--- src/rtl/clock_display_driver_if.sv ---
// Time-value handshake between the time-of-day counter and the display driver.
//   time_valid : source -> sink, time_bcd holds a new value
//   time_bcd   : source -> sink, {h_tens, h_ones, m_tens, m_ones} packed BCD
//   time_ready : sink -> source, one-entry pending buffer is empty
// master = time source, slave = display driver.
interface clock_display_driver_if;
  logic        time_valid;
  logic [15:0] time_bcd;
  logic        time_ready;

  modport master (
    output time_valid,
    output time_bcd,
    input  time_ready
  );

  modport slave (
    input  time_valid,
    input  time_bcd,
    output time_ready
  );
endinterface

--- src/rtl/clock_display_driver.sv ---
// Display-side consumer of the time-of-day counter. Buffers one packed BCD
// HH:MM value and commits it to the display only at frame boundaries, then
// scans a 4-digit multiplexed, active-low 7-segment display with a per-slot
// anti-ghosting blank window, colon on digit 2, leading-zero blanking of the
// hours-tens digit and a sticky invalid-digit flag.
// Ports:
//   clk, rst_n : clock and synchronous active-low reset
//   bus        : time handshake (slave side: time_valid, time_bcd, time_ready)
//   dp_in      : colon request, shown on digit 2
//   seg_n      : segments {g,f,e,d,c,b,a}, active-low
//   dp_n       : decimal point, active-low
//   an_n       : digit enables, active-low, bit0 = m_ones .. bit3 = h_tens
//   bcd_err    : sticky, an invalid BCD digit was displayed
module clock_display_driver #(
  parameter int unsigned SCAN_DIV   = 12500,
  parameter int unsigned BLANK_TIME = 250
) (
  input  logic                        clk,
  input  logic                        rst_n,
  clock_display_driver_if.slave       bus,
  input  logic                        dp_in,
  output logic [6:0]                  seg_n,
  output logic                        dp_n,
  output logic [3:0]                  an_n,
  output logic                        bcd_err
);

  typedef enum logic {
    ST_BLANK = 1'b0,
    ST_ON    = 1'b1
  } state_t;

  state_t      state, state_nxt;
  logic [15:0] cnt, cnt_nxt;
  logic [1:0]  idx, idx_nxt;
  logic [15:0] disp, disp_nxt;
  logic [15:0] pend;
  logic        last, boundary, accept;
  logic [3:0]  digit_nxt;

  function automatic logic [6:0] seg7(input logic [3:0] d);
    logic [6:0] s;
    case (d)
      4'd0:    s = 7'h40;
      4'd1:    s = 7'h79;
      4'd2:    s = 7'h24;
      4'd3:    s = 7'h30;
      4'd4:    s = 7'h19;
      4'd5:    s = 7'h12;
      4'd6:    s = 7'h02;
      4'd7:    s = 7'h78;
      4'd8:    s = 7'h00;
      4'd9:    s = 7'h10;
      default: s = 7'h3F;
    endcase
    return s;
  endfunction

  // Outputs are registered from the next-state values so that they line up
  // with the slot counter of the same cycle (first ON at counter == BLANK_TIME).
  always_comb begin
    last     = (cnt == 16'(SCAN_DIV - 1));
    cnt_nxt  = last ? '0 : cnt + 16'd1;
    idx_nxt  = last ? idx + 2'd1 : idx;
    boundary = last && (idx == 2'd3);
    // time_ready is the inverted pending-full flag
    accept   = bus.time_valid && bus.time_ready;
    disp_nxt = (boundary && !bus.time_ready) ? pend : disp;

    state_nxt = state;
    case (state)
      ST_BLANK: if (cnt_nxt >= 16'(BLANK_TIME)) state_nxt = ST_ON;
      ST_ON:    if (last && (BLANK_TIME != 0)) state_nxt = ST_BLANK;
      default:  state_nxt = ST_BLANK;
    endcase

    digit_nxt = disp_nxt[{idx_nxt, 2'b00} +: 4];
  end

  always_ff @(posedge clk) begin
    if (!rst_n) begin
      state          <= ST_BLANK;
      cnt            <= '0;
      idx            <= '0;
      disp           <= '0;
      pend           <= '0;
      bus.time_ready <= 1'b1;
      seg_n          <= '1;
      dp_n           <= 1'b1;
      an_n           <= '1;
      bcd_err        <= 1'b0;
    end else begin
      state <= state_nxt;
      cnt   <= cnt_nxt;
      idx   <= idx_nxt;
      disp  <= disp_nxt;

      if (accept) begin
        pend           <= bus.time_bcd;
        bus.time_ready <= 1'b0;
      end else if (boundary) begin
        bus.time_ready <= 1'b1;
      end

      if (state_nxt == ST_ON) begin
        an_n <= ~(4'b0001 << idx_nxt);
        if (idx_nxt == 2'd3 && digit_nxt == 4'd0)
          seg_n <= '1;
        else
          seg_n <= seg7(digit_nxt);
        dp_n <= ~(dp_in && idx_nxt == 2'd2);
        if (digit_nxt > 4'd9)
          bcd_err <= 1'b1;
      end else begin
        an_n  <= '1;
        seg_n <= '1;
        dp_n  <= 1'b1;
      end
    end
  end

endmodule

--- src/flat_wrapper.sv ---
// flat-port wrapper written by rule: the top's interface ports become plain ports
module clock_display_driver_flat 
#(
  parameter int unsigned SCAN_DIV   = 12500,
  parameter int unsigned BLANK_TIME = 250
)
  (clk, rst_n, dp_in, seg_n, dp_n, an_n, bcd_err, bus_time_valid, bus_time_bcd, bus_time_ready);
  clock_display_driver_if bus_i ();
  input  logic clk;
  input  logic rst_n;
  input  logic dp_in;
  output logic [6:0] seg_n;
  output logic dp_n;
  output logic [3:0] an_n;
  output logic bcd_err;
  input wire logic [$bits(bus_i.time_valid)-1:0] bus_time_valid;
  input wire logic [$bits(bus_i.time_bcd)-1:0] bus_time_bcd;
  output wire logic [$bits(bus_i.time_ready)-1:0] bus_time_ready;
  assign bus_i.time_valid = bus_time_valid;
  assign bus_i.time_bcd = bus_time_bcd;
  assign bus_time_ready = bus_i.time_ready;
  clock_display_driver #(.SCAN_DIV(SCAN_DIV), .BLANK_TIME(BLANK_TIME)) u_core (.clk(clk), .rst_n(rst_n), .bus(bus_i), .dp_in(dp_in), .seg_n(seg_n), .dp_n(dp_n), .an_n(an_n), .bcd_err(bcd_err));
endmodule
--- config.mk ---
export PLATFORM = sky130hd
export DESIGN_NAME = clock_display_driver_flat
export DESIGN_NICKNAME = d
export VERILOG_FILES = /design/src/rtl/clock_display_driver_if.sv /design/src/rtl/clock_display_driver.sv /design/src/flat_wrapper.sv
export SDC_FILE = /design/constraint.sdc
export NUM_CORES = 1
export LEC_CHECK = 0
export CAP_MARGIN = 10
export CORE_UTILIZATION = 40
export CTS_CLUSTER_DIAMETER = 60
export DETAILED_ROUTE_END_ITERATION = 16
export PLACE_DENSITY = 0.69
export SYNTH_ARGS = -nofsm -noshare
export SYNTH_HDL_FRONTEND = slang
export SYNTH_SLANG_ARGS = --single-unit
export TNS_END_PERCENT = 5
--- constraint.sdc ---
create_clock -name clk -period 6.79 [get_ports clk]
set_input_delay 0.679 -clock clk [delete_from_list [all_inputs] [get_ports clk]]
set_output_delay 0.679 -clock clk [all_outputs]
set_load 0.05 [all_outputs]
Word-level counts from Yosys, hierarchy flattened. Memory sizes are Yosys's and may differ from the RTL's. A register that Yosys moved wholly into a read port is not among the register bits. Cells that the tools add are included.

Bits of input ports: 20. Logic and storage cells: 44. Bits in registers: 58. Bits in read-only memories: 112. Output and inout port bits: 14. Memories: 1.

Memory list: (name not given) (depth 16, width 7, read ports 1, clocked after memory_dff 1, write ports 0, line clock_display_driver.sv:43) `case (d)`.

Shift operators: 2. Reduce and logical (&&, ||, !) cells: 11. $lt $le $gt $ge: 2. Eq/ne operators: 4. Add/subtract/negate cells: 2. Bitwise logic cells: 5. Muxes and demuxes: 8.

Operators with widths (count): 16-bit two-way mux (2); 16-bit by 1-bit adder with 16-bit output (second input constant) (1); 16-bit by 14-bit == test with 1-bit output (second input constant) (1); 16-bit by 8-bit greater-or-equal comparator with 1-bit output (second input constant) (1); 16-bit by 5-bit indexed part select with 4-bit output (1); 2-bit == test (second input constant) (3); 1-bit logical AND (5); 4-bit greater-than comparator (second input constant) (1); 4-bit zero test (1); 1-bit two-way mux (4); 1-bit NOT (4); 4-bit NOT (1); 2-bit AND reduction (2); 1-bit by 2-bit << shifter with 4-bit output (first input constant) (1); 3-bit OR reduction (1); 2-bit by 1-bit adder with 2-bit output (second input constant) (1); 2-bit two-way mux (1); 1-bit one-hot mux with 2 select lines (1); 2-bit nonzero test (1); 1-bit zero test (1).

Logic depth before layout (Yosys ltp). Gate-level depths: netlist of run 1.

Word-level depth: 8. Gate-level depth with buffers: 14. Depth with buffers taken out: 12.

Worst setup path after synthesis of run 1. OpenSTA, ideal clock, no wires.

Kind: flip-flop to flip-flop. From: register u_core.cnt[0]. To: register u_core.seg_n[0]. Setup slack: 4065 ps. Data required time: 6651 ps. Period minus slack after synthesis: 2725 ps. Arrival time: 2586 ps. Setup time: 139 ps. Cell stages (with the launch flop): 12. Path buffers: 2. Cell sequence: dfxtp_1 > ha_1 > buf_2 > nor4b_4 > nand4_4 > xnor2_2 > mux4_2 > and2_4 > or2_0 > buf_6 > o21ai_2 > o211ai_1.

Word-level cells in the longest chain between the ends: 8. Elaborated cells on any way between the ends: 17. Those cells by class: 1 x add/sub; 1 x order compare; 2 x eq/ne; 1 x shift; 6 x mux; 1 x bitwise; 5 x reduce/logical.

RTL lines: start, declared (line clock_display_driver.sv:34) `logic [15:0] cnt, cnt_nxt;`; start signal, assigned (line clock_display_driver.sv:94) `cnt <= cnt_nxt;`; parallel branches: the longest is 8 deep, another holds 16-bit by 1-bit adder with 16-bit output; end, declared (line clock_display_driver.sv:22) `output logic [6:0] seg_n,`.

Several ways; the timed one is not identified. A chain may end at the register's enable or synchronous reset.

Worst setup path after layout of run 1.
From: register u_core.cnt[0]. To: register u_core.seg_n[2].

Same word-level chain as after synthesis.

==> flow_summary.json, run 1 <==
{
  "cts-buffers-inserted": 9,
  "viasPerCell": 5.05,
  "fmax_mhz": 293,
  "totalWireLength_um": 6140,
  "min-delay-path-class": "reg -> reg",
  "slew_headroom_pct": 48.1,
  "maxSlewViolCount": 0,
  "grt_max_degree": 45,
  "synth.avg_cell_area_um2": 9.50,
  "min_period_ns": 3.41,
  "p_per_area_nw_per_um2": 211,
  "grt_pass1_vias": 2260,
  "start_util_pct": 42.0,
  "crit_type": "reg -> reg",
  "drt_iter0_markers": 86,
  "grt_overflow": 0,
  "rsz0062_at_grt": "false",
  "die_y_um": 89.7,
  "wl_per_cell_um": 13.5,
  "synth_area_leader_cell": "dfxtp_1",
  "yosysSeqAreaShare_pct": 42.3,
  "drive_gt1_share_pct": 9.27,
  "cp_max_fo": 13,
  "n_antenna_cell": 0,
  "crit_required_ns": 7.01,
  "hold_viol": 0,
  "met1_length_um": 2990,
  "synth_edf_count": 0,
  "ys_types": 50,
  "first_pass_iters": 4,
  "route.detailed.drc": 0,
  "synthCells": 324,
  "dieArea_um2": 8050,
  "worst_pin_slew_ns": 0.771,
  "clock-sinks": 65,
  "cts_resized": 0,
  "fp.coreArea_um2": 7330,
  "async_flop_share_pct": 0,
  "synth_ff_type": "dfxtp_1",
  "io_pins": 34,
  "insertion_delay_ns": 0.35,
  "cp-start-kind": "flip-flop",
  "final_nets": 378,
  "leakage_nw": 1.40,
  "num_vias": 2300,
  "synth_area_leaders": "dfxtp_1 42%, mux2i_1 6.5%, nand2_1 5.7%, a21boi_0 5.1%, nor2b_1 3.0%",
  "cpPeakStageDelay_ns": 0.60,
  "yosys_warnings": 0,
  "vdd_drop_max_uv": 121,
  "setup_viol": 0,
  "fillers": 681,
  "synth_nets": 351,
  "cts_root_buf": "clkbuf_8",
  "grt_pass1_wl_um": 10800,
  "synth.cell_area_um2": 3080,
  "clock_path_buffers": 2,
  "fin_hold_ws_ns": 0.440,
  "port-buffer-count": 33,
  "rows": 31,
  "synth_seq_cells": 65,
  "arrival_ns": 3.63,
  "postCtsHoldBufs": 0,
  "gp_congestion": 0.879,
  "period_share_pct": 50.2,
  "multi_input_area_um2": 1650,
  "seq_area_um2": 1300,
  "yosysTopAreaCellShare_pct": 42.3,
  "tns_ns": 0,
  "cp_num_buf_inv": 0,
  "hpwl_um": 4290,
  "status": "complete, no violations",
  "endpoint_kind": "flip-flop",
  "maxCapViolations": 0,
  "finClkSkew_ns": 0.00801,
  "crit_family": "simple AND/OR/NAND/NOR gates",
  "path_clk_slew_ns": 0.07,
  "cts_tree": "built",
  "syn_to_final_growth_pct": 18.1,
  "post_cts_buffers": 0,
  "wl_met2_um": 2800,
  "dr.max_layer_used": "met4",
  "crit_slowest_cell": "xnor2_2",
  "grt.total_usage_pct": 16.7,
  "crit_chain": "ha_1 > nor4b_4 > nand4_4 > xnor2_2 > mux4_2 > and2_4 > or2_0 > o21ai_2 > o211ai_1",
  "ant_nets": 0,
  "antenna_found_initial": 0,
  "dieWidth_um": 89.7,
  "h-tree-depth": 3,
  "dr_wl_met3_um": 227
}
==> cells in the mapped netlist (all sizes together) (2+ instances only) <==
library cell	number
a311oi	2
nor2b	15
a21boi	21
nor4	6
xnor2	11
xor2	7
ha	7
o21a	5
nand3	13
and4	5
nor3	3
inv	6
nand2b	3
clkbuf	9
nand4	5
and2	9
buf	9
and3	8
a21oi	3
or2	2
mux2i	20
o211ai	6
nand2	48
dfxtp	65
nor2	14
o21ai	9
==> path summary, 6_finish.rpt <==
check | slack [ns] | endpoint | cells after the start | from
min | 0.44 | u_core.cnt[0] | 1 | u_core.cnt[0]
min reg2reg | 0.44 | u_core.cnt[0] | 1 | u_core.cnt[0]
max | 3.38 | u_core.seg_n[2] | 9 | u_core.cnt[0]
max reg2reg | 3.38 | u_core.seg_n[2] | 9 | u_core.cnt[0]
==> sequential cells by signal, indices dropped and copies added, names as in the netlist <==
name and count:
u_core.cnt 16, u_core.disp 16, u_core.pend 16, u_core.seg_n 7, u_core.an_n 4, u_core.idx 2, u_core.bcd_err 1, u_core.bus.time_ready 1
u_core.dp_n 1, u_core.state 1
==> layout make-up <==
cell class / instances / area share, %
Tap cell: 99 / 3.41
Multi-Input combinational cell: 235 / 45.3
Clock buffer: 10 / 3.79
Timing Repair Buffer: 34 / 9.29
Inverter: 6 / 0.620
Sequential cell: 65 / 35.8
Clock inverter: 6 / 1.82
==> cell usage in the layout (no fill, tap or decap), types with 2 or more instances in the layout <==
cell	synthesis	routed
clkbuf_8	0	10
inv_1	6	6
nor4_4	2	2
and4_1	3	3
nor3_1	3	3
and2_1	8	8
nor2b_1	15	15
ha_1	7	7
o211ai_1	6	6
a21boi_0	21	21
xor2_1	7	7
nand2b_1	3	3
nand4_1	4	4
nor2_1	14	14
o21ai_0	8	8
dfxtp_1	65	65
and4_4	2	2
and3_1	8	8
a21oi_1	3	3
clkdlybuf4s50_1	0	33
nor4_1	4	4
xnor2_1	10	10
mux2i_1	20	20
o21a_1	4	4
a311oi_1	2	2
clkinvlp_4	0	3
nand3_1	13	13
nand2_1	47	47
==> metal layers <==
layer / vias up / global-route usage (%)
met5: - / 0
met4: 0 / 7.79
met3: 11 / 5.08
met2: 41 / 25.9
met1: 1067 / 21.3
li1: 1181 / -
==> through the flow <==
stage	instances	total power [mW]	cell area, um^2	utilization (%)	setup slack [ns]
after global placement	439	0.438	3430	46.8	3.47
after floorplan	324	0.422	3080	-	4.06
after detailed placement	439	0.439	3430	46.8	3.38
after CTS	455	0.776	3630	49.6	3.38
after global routing	455	0.798	3630	49.6	3.08
final	455	0.767	3630	49.6	3.38
==> cell families (layout without fill, tap and decap cells) <==
family	count (synthesis)	in the layout	synth area share [%]
AOI/OAI and AO/OA	51	51	12.1
muxes	22	22	7.60
DFF	65	65	42.3
buffers and inverters	24	56	4.27
adders and majority gates	7	7	2.85
and+or+nand+nor	137	137	25.5
xor gates and xnor gates	18	18	5.37
==> where the power goes <==
part	switching [mW]	internal, mW
Sequential	0.00578	0.388
Combinational	0.0167	0.0191
Clock	0.157	0.180
(Power assumes the default switching activity.)
==> run 2: changes to the inputs <==
- PLACE_DENSITY: 0.69 -> 0.71
- clock period: 6.79 -> 2.9 ns (I/O delays scaled with it)
==> flow_summary.json, run 2 (synthesized netlist as in run 1, its figures left out) <==
{
  "io_pins": 34,
  "fin_hold_ws_ns": 0.427,
  "seq_area_um2": 1300,
  "cts-buffers-inserted": 9,
  "insertion_delay_ns": 0.35,
  "cts_tree": "built",
  "cpPeakStageDelay_ns": 0.36,
  "multi_input_area_um2": 1700,
  "h-tree-depth": 3,
  "start_util_pct": 42.0,
  "intPower_mw": 1.47,
  "power_frac_seq_pct": 48.9,
  "drt_iter0_markers": 194,
  "antenna_found_initial": 0,
  "first_pass_iters": 4,
  "final_common_cell": "dfxtp_1",
  "p_per_area_nw_per_um2": 487,
  "grt_pass1_vias": 2280,
  "wl_per_cell_um": 13.7,
  "cts_root_buf": "clkbuf_8",
  "route.detailed.drc": 0,
  "cp_num_buf_inv": 1,
  "worst_pin_slew_ns": 0.589,
  "clkPwrFrac_pct": 46.3,
  "min_period_ns": 2.81,
  "crit_chain": "ha_1 > nor4b_4 > and4_4 > nand2_8 > mux2i_2 > mux2i_1 > mux2i_2 > buf_4 > ha_1 > o21ai_0 > a32o_1",
  "clock_path_buffers": 2,
  "path_clk_slew_ns": 0.08,
  "num_vias": 2403,
  "grt_max_degree": 23,
  "reg.largest.list": "u_core.cnt: 16 flops, u_core.disp: 16 flops, u_core.pend: 16 flops",
  "maxCapViolations": 0,
  "grt_overflow": 0,
  "p_sw_share_pct": 22.2,
  "gp_congestion": 0.806,
  "dieArea_um2": 8050,
  "rsz0062_at_grt": "true",
  "grt.total_usage_pct": 17.3,
  "drive_gt1_share_pct": 16.7,
  "rows": 31,
  "crit_type": "reg -> reg",
  "cp_max_fo": 13,
  "n_antenna_cell": 0,
  "period_share_pct": 97.0,
  "final_cell_mix": "65 x dfxtp_1, 47 x nand2_1, 33 x clkdlybuf4s50_1",
  "arrival_ns": 3.05,
  "slew_headroom_pct": 60.4,
  "postCtsHoldBufs": 0,
  "layoutNonFillerInstCount": 476,
  "grt_pass1_wl_um": 11200,
  "fp.coreArea_um2": 7330,
  "p_sw_mw": 0.419,
  "port-buffer-count": 33,
  "final_nets": 399,
  "status": "complete, no violations",
  "vdd_drop_max_uv": 243,
  "clock-sinks": 65,
  "finClkSkew_ns": 0.00933,
  "viasPerCell": 5.05,
  "dp.cells": 452,
  "fmax_mhz": 355,
  "min-delay-path-class": "in -> reg",
  "power_frac_comb_pct": 4.7,
  "ant_nets": 0,
  "crit_required_ns": 3.14,
  "hold_viol": 0,
  "endpoint_kind": "flip-flop",
  "die_y_um": 89.7,
  "setup_viol": 0,
  "fillers": 663,
  "syn_to_final_growth_pct": 25.9,
  "dieWidth_um": 89.7,
  "totalWireLength_um": 6510,
  "hpwl_um": 4520,
  "maxSlewViolCount": 0,
  "crit_slowest_cell": "dfxtp_1",
  "cp-start-kind": "flip-flop",
  "leakage_nw": 1.48,
  "crit_family": "simple AND/OR/NAND/NOR gates"
}
[run 2: cell count changes in the layout (fill, tap and decap cells not counted), moves of 3 or more]
cell and change:
buf_4 +20, mux2i_1 -6, mux2i_2 +6, clkinv_4 +3, clkinvlp_4 -3
[run 2: final cells by class]
| class | instances | area share, % |
|---|---|---|
| multi-input cells | 235 | 43.9 |
| flip-flops and latches | 65 | 33.6 |
| repair buffers | 55 | 12.9 |
| clock buffers | 10 | 3.55 |
| well taps | 99 | 3.20 |
| clock inverters | 6 | 2.36 |
| inverters | 6 | 0.581 |
[run 2: path summary, 6_finish.rpt]
check                      from              to  slack (ns)  cells after the start
setup reg to reg  u_core.cnt[0]  u_core.bcd_err        0.09                     11
hold reg to reg   u_core.cnt[0]   u_core.cnt[0]        0.46                      1
hold / removal            dp_in     u_core.dp_n        0.43                      2
setup / recovery  u_core.cnt[0]  u_core.bcd_err        0.09                     11
[run 2: stage by stage]
step	TNS [ns]	cell area, um^2	power (mW)	setup slack [ns]	util [%]
2_1_floorplan	0	3080	0.989	0.175	-
3_3_place_gp	0	3530	1.03	0.130	48.1
3_5_place_dp	0	3530	1.03	0.0610	48.1
4_1_cts	0	3760	1.90	0.00295	51.3
5_1_grt	-0.430	3880	1.95	-0.0744	52.9
6_report	0	3880	1.89	0.0861	52.9
[run 2: worst register-to-register path, stage by stage (launching register included)]
cell	delay [ns]
dfxtp_1	0.36
ha_1	0.19
nor4b_4	0.27
and4_4	0.35
nand2_8	0.13
mux2i_2	0.24
mux2i_1	0.11
mux2i_2	0.30
buf_4	0.18
ha_1	0.18
o21ai_0	0.11
a32o_1	0.29
[run 2: what timing repair did]
action	in CTS	in global routing
setup endpoints to repair	4	8
resized for setup	1	13
buffers inserted	0	8
pin swaps	0	3
[run 2: metal layers]
layer / vias to the layer above / GRT usage (%) / routed length, um
li1: 1225 / - / -
met5: - / 0 / 0
met4: 0 / 8.61 / 108
met2: 55 / 26.1 / 2940
met1: 1115 / 23.1 / 3200
met3: 8 / 4.23 / 260
[run 2: power groups by stage]
stage | logic, mW | clock network (mW) | registers (mW)
after floorplan | 0.0485 | 0 | 0.940
after global placement | 0.0882 | 0 | 0.942
after detailed placement | 0.0896 | 0 | 0.942
after CTS | 0.0901 | 0.890 | 0.922
after global routing | 0.100 | 0.927 | 0.925
final | 0.0893 | 0.874 | 0.923
==> run 3: changes to the inputs <==
- CTS_BUF_LIST: unset -> sky130_fd_sc_hd__clkbuf_4 sky130_fd_sc_hd__clkbuf_8
==> results of run 3 <==
Final layout, timing and power as in run 2 (identical DEF).
